File: src/rtl/spi_cmd_pkg.sv
// Shared opcodes, status ID, configuration reset values and FSM encoding
// for the SPI command decoder.
package spi_cmd_pkg;

    localparam logic [7:0] CMD_PIXEL   = 8'h2A;
    localparam logic [7:0] CMD_CFG     = 8'h2B;
    localparam logic [7:0] CMD_REFRESH = 8'h2C;

    localparam logic [5:0] STATUS_ID   = 6'h2A;

    localparam logic [7:0] CFG_T0H_RST = 8'd18;
    localparam logic [7:0] CFG_T1H_RST = 8'd36;
    localparam logic [7:0] CFG_LEN_RST = 8'd16;

    typedef enum logic [2:0] {
        ST_IDLE    = 3'd0,
        ST_CMD     = 3'd1,
        ST_PIXEL   = 3'd2,
        ST_CFG     = 3'd3,
        ST_DISCARD = 3'd4
    } state_e;

    function automatic logic is_opcode(input logic [7:0] b);
        return (b == CMD_PIXEL) || (b == CMD_CFG) || (b == CMD_REFRESH);
    endfunction

endpackage

File: src/rtl/spi_cmd_decoder_cs_sync.sv
// Two-flop synchroniser for the raw SPI chip select plus edge detection
// on the synchronised value.
module cs_sync (
    input  logic clk_i,
    input  logic rst_n_i,
    input  logic cs_n_i,
    output logic cs_fall_o,
    output logic cs_rise_o
);

    logic [1:0] sync_q, sync_d;
    logic       prev_q, prev_d;

    always_comb begin
        sync_d = {sync_q[0], cs_n_i};
        prev_d = sync_q[1];
    end

    // Reset to "deselected" so a chip select already high produces no edge.
    always_ff @(posedge clk_i or negedge rst_n_i) begin
        if (!rst_n_i) begin
            sync_q <= 2'b11;
            prev_q <= 1'b1;
        end else begin
            sync_q <= sync_d;
            prev_q <= prev_d;
        end
    end

    assign cs_fall_o =  prev_q & ~sync_q[1];
    assign cs_rise_o = ~prev_q &  sync_q[1];

endmodule

File: src/rtl/spi_cmd_decoder.sv
// Decodes SPI command frames into pixel RAM writes, WS2812 timing
// configuration and refresh requests.
module spi_cmd_decoder
    import spi_cmd_pkg::*;
#(
    parameter int RAM_AW = 10
) (
    input  logic              clk_i,
    input  logic              rst_n_i,
    input  logic              spi_cs_n_i,
    input  logic              spi_byte_vld_i,
    input  logic [7:0]        spi_byte_data_i,
    output logic [7:0]        spi_byte_data_o,
    output logic              ram_wr_en_o,
    output logic [RAM_AW-1:0] ram_wr_addr_o,
    output logic [7:0]        ram_wr_data_o,
    output logic [7:0]        cfg_t0h_o,
    output logic [7:0]        cfg_t1h_o,
    output logic [7:0]        cfg_len_o,
    output logic              frame_rdy_o,
    output logic [2:0]        dbg_state_o
);

    localparam logic [2:0] IDLE    = ST_IDLE;
    localparam logic [2:0] CMD     = ST_CMD;
    localparam logic [2:0] PIXEL   = ST_PIXEL;
    localparam logic [2:0] CFG     = ST_CFG;
    localparam logic [2:0] DISCARD = ST_DISCARD;

    localparam logic [RAM_AW-1:0] ADDR_MAX = {RAM_AW{1'b1}};

    logic cs_fall, cs_rise;

    logic [2:0]        state_q, state_d;
    logic [RAM_AW-1:0] addr_q, addr_d;
    logic              full_q, full_d;
    logic [1:0]        idx_q, idx_d;
    logic              wr_en_q, wr_en_d;
    logic [RAM_AW-1:0] wr_addr_q, wr_addr_d;
    logic [7:0]        wr_data_q, wr_data_d;
    logic              frame_q, frame_d;
    logic              ovf_q, ovf_d;
    logic              unk_q, unk_d;
    logic [7:0]        t0h_q, t0h_d;
    logic [7:0]        t1h_q, t1h_d;
    logic [7:0]        len_q, len_d;

    cs_sync u_cs_sync (
        .clk_i     (clk_i),
        .rst_n_i   (rst_n_i),
        .cs_n_i    (spi_cs_n_i),
        .cs_fall_o (cs_fall),
        .cs_rise_o (cs_rise)
    );

    always_comb begin
        state_d   = state_q;
        addr_d    = addr_q;
        full_d    = full_q;
        idx_d     = idx_q;
        wr_en_d   = 1'b0;
        wr_addr_d = wr_addr_q;
        wr_data_d = wr_data_q;
        frame_d   = 1'b0;
        ovf_d     = ovf_q;
        unk_d     = unk_q;
        t0h_d     = t0h_q;
        t1h_d     = t1h_q;
        len_d     = len_q;

        if (spi_byte_vld_i) begin
            case (state_q)
                CMD: begin
                    unk_d = ~is_opcode(spi_byte_data_i);
                    case (spi_byte_data_i)
                        CMD_PIXEL: begin
                            state_d = PIXEL;
                            addr_d  = '0;
                            full_d  = 1'b0;
                            ovf_d   = 1'b0;
                        end
                        CMD_CFG: begin
                            state_d = CFG;
                            idx_d   = 2'd0;
                        end
                        CMD_REFRESH: begin
                            state_d = DISCARD;
                            frame_d = 1'b1;
                        end
                        default: state_d = DISCARD;
                    endcase
                end
                PIXEL: begin
                    // full_q marks that the last address was written; later
                    // bytes are dropped rather than wrapping onto address 0.
                    if (full_q) begin
                        ovf_d = 1'b1;
                    end else begin
                        wr_en_d   = 1'b1;
                        wr_addr_d = addr_q;
                        wr_data_d = spi_byte_data_i;
                        if (addr_q == ADDR_MAX) full_d = 1'b1;
                        else                    addr_d = addr_q + RAM_AW'(1);
                    end
                end
                CFG: begin
                    idx_d = idx_q + 2'd1;
                    case (idx_q)
                        2'd0:    t0h_d = spi_byte_data_i;
                        2'd1:    t1h_d = spi_byte_data_i;
                        default: begin
                            len_d   = spi_byte_data_i;
                            state_d = DISCARD;
                        end
                    endcase
                end
                default: ;
            endcase
        end

        // Chip-select edges override the byte-driven transition; the byte
        // itself has already been acted on above.
        if (cs_rise) state_d = IDLE;
        if (cs_fall) state_d = CMD;
    end

    always_ff @(posedge clk_i or negedge rst_n_i) begin
        if (!rst_n_i) begin
            state_q   <= IDLE;
            addr_q    <= '0;
            full_q    <= 1'b0;
            idx_q     <= 2'd0;
            wr_en_q   <= 1'b0;
            wr_addr_q <= '0;
            wr_data_q <= 8'h00;
            frame_q   <= 1'b0;
            ovf_q     <= 1'b0;
            unk_q     <= 1'b0;
            t0h_q     <= CFG_T0H_RST;
            t1h_q     <= CFG_T1H_RST;
            len_q     <= CFG_LEN_RST;
        end else begin
            state_q   <= state_d;
            addr_q    <= addr_d;
            full_q    <= full_d;
            idx_q     <= idx_d;
            wr_en_q   <= wr_en_d;
            wr_addr_q <= wr_addr_d;
            wr_data_q <= wr_data_d;
            frame_q   <= frame_d;
            ovf_q     <= ovf_d;
            unk_q     <= unk_d;
            t0h_q     <= t0h_d;
            t1h_q     <= t1h_d;
            len_q     <= len_d;
        end
    end

    assign spi_byte_data_o = {ovf_q, unk_q, STATUS_ID};
    assign ram_wr_en_o     = wr_en_q;
    assign ram_wr_addr_o   = wr_addr_q;
    assign ram_wr_data_o   = wr_data_q;
    assign cfg_t0h_o       = t0h_q;
    assign cfg_t1h_o       = t1h_q;
    assign cfg_len_o       = len_q;
    assign frame_rdy_o     = frame_q;
    assign dbg_state_o     = state_q;

endmodule

File: config.mk
export PLATFORM = sky130hd
export DESIGN_NAME = spi_cmd_decoder
export DESIGN_NICKNAME = d
export VERILOG_FILES = /design/src/rtl/spi_cmd_pkg.sv /design/src/rtl/spi_cmd_decoder_cs_sync.sv /design/src/rtl/spi_cmd_decoder.sv
export SDC_FILE = /design/constraint.sdc
export NUM_CORES = 1
export LEC_CHECK = 0
export BUFFER_PORTS_ARGS = -buffer_cell sky130_fd_sc_hd__clkbuf_2
export CORE_UTILIZATION = 40
export DETAILED_ROUTE_END_ITERATION = 16
export PLACE_DENSITY = 0.59
export RECOVER_POWER = 100
export SLEW_MARGIN = 20
export SYNTH_ARGS = -nofsm -noshare
export SYNTH_HDL_FRONTEND = slang
export SYNTH_HIERARCHICAL = 1
export SYNTH_SLANG_ARGS = --single-unit
export TNS_END_PERCENT = 100
File: constraint.sdc
create_clock -name clk_i -period 3.8 [get_ports clk_i]
set_input_delay 0.76 -clock clk_i [delete_from_list [all_inputs] [get_ports clk_i]]
set_output_delay 0.76 -clock clk_i [all_outputs]
set_load 0.05 [all_outputs]
==> impl_metrics.csv <==
group,metric,value,unit
floorplanning,pin_count,67,
place,place.detailed.hpwl,4240,um
final_layout,final_core_utilization,46.5,%
floorplanning,starting_density_of_the_core,41.2,%
place,gpl.final_weighted_congestion,0.756,
outcome,violations,"max-capacitance violations, max-slew violations",
power,p_leak,1.52,nW
min_path,min_path_type,"reg2reg",
detailed_routing,detail_route.wirelength,6120,um
final_layout,multiInputGateArea,1110,sq um
clock_tree,post_cts.repair.setup_buffers,0,
place,postPlaceCellArea,3320,sq um
floorplanning,floorplan.rows,31,
detailed_routing,detailedRoute.firstIterationViolations,87,
detailed_routing,post_drt_via_cell_ratio,5.08,
logic_synthesis,count_of_flip_flops_with_a_built_in_enable_after_synthesis,0,
timing,period_needed,2.52,ns
final_layout,fin_nets,308,
detailed_routing,route.antenna.remaining_nets,0,
final_layout,fin_area,3360,sq um
grt,grt_first_pass_wirelength,9990,um
floorplanning,floorplan.die.width,88.2,um
setup_path,crit_path_start_kind,"primary input",
timing,final_max_slew_viol_count,39,
clock_tree,clk_pin_slew,0.07,ns
floorplanning,design.core.area,7210,sq um
clock_tree,total_number_of_clock_tree_sinks,65,
grt,track_usage,17.3,%
setup_path,critical_path_required,4.02,ns
logic_synthesis,yosys_warnings,6,
timing,grt_setup_unrepaired,"false",
clock_tree,cts_resized,0,
timing,tightest_slew,2.04,ns
logic_synthesis,async_flop_share,100,%
clock_tree,clk_latency,0.34,ns
final_layout,most-common-layout-cells,"sky130_fd_sc_hd__dfrtp_1, sky130_fd_sc_hd__clkbuf_1, sky130_fd_sc_hd__mux2_2",
clock_tree,tritoncts,"done",
place,placed_cells_incl_taps,381,
floorplanning,die-height,88.2,um
place,buffer_ports.inserted,60,
logic_synthesis,synth_top_cells_by_area,"sky130_fd_sc_hd__dfrtp_1, sky130_fd_sc_hd__mux2_2, sky130_fd_sc_hd__dfstp_2, sky130_fd_sc_hd__o221ai_2, sky130_fd_sc_hd__buf_4",
power,ir_worst_vdd,0.000183,V
timing,timing_hold_violations_final,0,
timing,setup_viol,0,
clock_tree,clock_path_buffers,2,
logic_synthesis,dominantRegCellSynth,"sky130_fd_sc_hd__dfrtp_1",
logic_synthesis,synth.lib_cells_used.distinct,46,
logic_synthesis,synth_top_area_share,48.0,%
outcome,run_status,"finished, violations left",
detailed_routing,firstDrtPassIters,4,
logic_synthesis,yosysTopAreaCell,"sky130_fd_sc_hd__dfrtp_1",
timing,timing.setup.tns,0,ns
final_layout,regArea,1640,sq um
timing,worst_clock_skew,0.0113,ns
setup_path,worst-setup-path-type,"in2reg",
clock_tree,cts_inserted_buffers,9,
logic_synthesis,cells_after_synthesis,229,
detailed_routing,vias,2015,
final_layout,final_cell_count_no_fill,397,
timing,clock.fmax,0.397,GHz
final_layout,layout_commonest_cell,"sky130_fd_sc_hd__dfrtp_1",
setup_path,crit_path_end_kind,"flip-flop",
detailed_routing,drt_drc_violations_left,0,
grt,grt_antenna_before_repair,0,
clock_tree,cts_htree_levels,3,
clock_tree,clockRootBuffer,"sky130_fd_sc_hd__clkbuf_8",
timing,setup_slack,1.28,ns
final_layout,antenna_cells,0,
detailed_routing,drt_wl_cell,15.4,um
place,dpl_ws,1.38,ns
grt,grt_start_max_net_pins,39,
timing,layout_worst_path_cycle_share,66.3,%
timing,relSlewSlack,-36.0,%
floorplanning,die-area,7770,sq um
setup_path,critical_path_maximum_fanout,20,
grt,vias_in_the_first_global_route,1975,
logic_synthesis,synth_area_per_cell,13.0,sq um
grt,grt.overflow.total,0,
final_layout,layout-drive-gt1-share,26.8,%
final_layout,area_delta_synth_final,13.0,%
logic_synthesis,synth_seq_area_share,55.1,%
logic_synthesis,netlist_area,2970,sq um
power,power.density,404,nW/um^2
run,maxCapViolations,1,
clock_tree,cts.hold.buffers_added,0,
logic_synthesis,synth_seq_cells,65,
final_layout,fill_cell_instance_count_of_the_final_layout,740,
setup_path,cp_data_arrival_time,2.74,ns
## synth_stat cells (all sizes together), types with 3 or more instances
cell type	n
a31oi	5
buf	13
dfrtp	57
dfstp	8
ha	3
inv	14
mux2	42
nand2	15
nand2b	3
nand3	7
nand3b	3
nand4	3
nor2	10
nor3	6
o211ai	5
o221ai	5
## final timing paths
path / to / startpoint / slack, ns / cells past startpoint
setup / recovery: ram_wr_addr_o[0] / spi_byte_vld_i / 1.28 / 5
min in group asynchronous: idx_q[1] / rst_n_i / 0.99 / 1
hold / removal: u_cs_sync/sync_q[1] / u_cs_sync/sync_q[0] / 0.36 / 0
max in group asynchronous: ram_wr_data_o[2] / rst_n_i / 1.34 / 2
setup reg to reg: ram_wr_addr_o[0] / dbg_state_o[0] / 1.45 / 4
hold reg to reg: u_cs_sync/sync_q[1] / u_cs_sync/sync_q[0] / 0.36 / 0
## critical path, stage by stage
cell,delay (ns)
sky130_fd_sc_hd__clkbuf_1,0.30
sky130_fd_sc_hd__nand4bb_1,0.25
sky130_fd_sc_hd__nor2_2,0.13
sky130_fd_sc_hd__clkbuf_1,0.87
sky130_fd_sc_hd__mux2_2,0.42
## stage by stage
step                      total power [mW]  hold slack (ns)
after floorplan                      0.811            0.345
after global placement               0.839            0.347
after detailed placement             0.841            0.347
after CTS                             1.38            0.358
after global routing                  1.42            0.367
final                                 1.36            0.363
## per-layer routing
metal,routed length [um],up-vias,track usage (%),share of wire (%)
li1,-,941,-,-
met1,2870,1009,23.4,47
met2,2880,56,26.4,47
met3,275,9,5.09,4.5
met4,90,0,6.16,1.5
met5,0,-,0,0
## state kept, by name (all words and copies together), names as in the netlist
signal,cells
ram_wr_addr_o,10
cfg_t0h_o,8
dbg_state_o,3
u_cs_sync/sync_q,2
cfg_len_o,8
full_q,1
cfg_t1h_o,8
ram_wr_en_o,1
u_cs_sync/prev_q,1
idx_q,2
frame_rdy_o,1
addr_q,10
ram_wr_data_o,8
ovf_q,1
unk_q,1
## power by group
| group | total [mW] | switching, mW | internal, mW |
|---|---|---|---|
| sequential | 0.714 | 0.0119 | 0.702 |
| clock | 0.541 | 0.296 | 0.245 |
| combinational | 0.102 | 0.0799 | 0.0226 |
## cells by family (layout without fill, tap and decap cells)
logic type                 after synthesis  in the layout  synth area share [%]
adders and majority gates                3              3                  1.26
other                                    2              6                 0.253
muxes                                   44             44                  16.6
AOI/OAI and AO/OA                       28             28                  9.18
buffers and inverters                   28             93                  5.60
and+or+nand+nor                         59             59                  12.0
DFF                                     65             65                  55.1
## cell type report
class / instances / area share (%)
clock inverters: 6 / 1.49
well taps: 99 / 3.69
flip-flops and latches: 65 / 48.8
clock buffers: 10 / 3.80
multi-input cells: 140 / 33.2
inverters: 14 / 1.57
repair buffers: 63 / 7.46
Note: power is estimated with default switching activity, not from simulation.
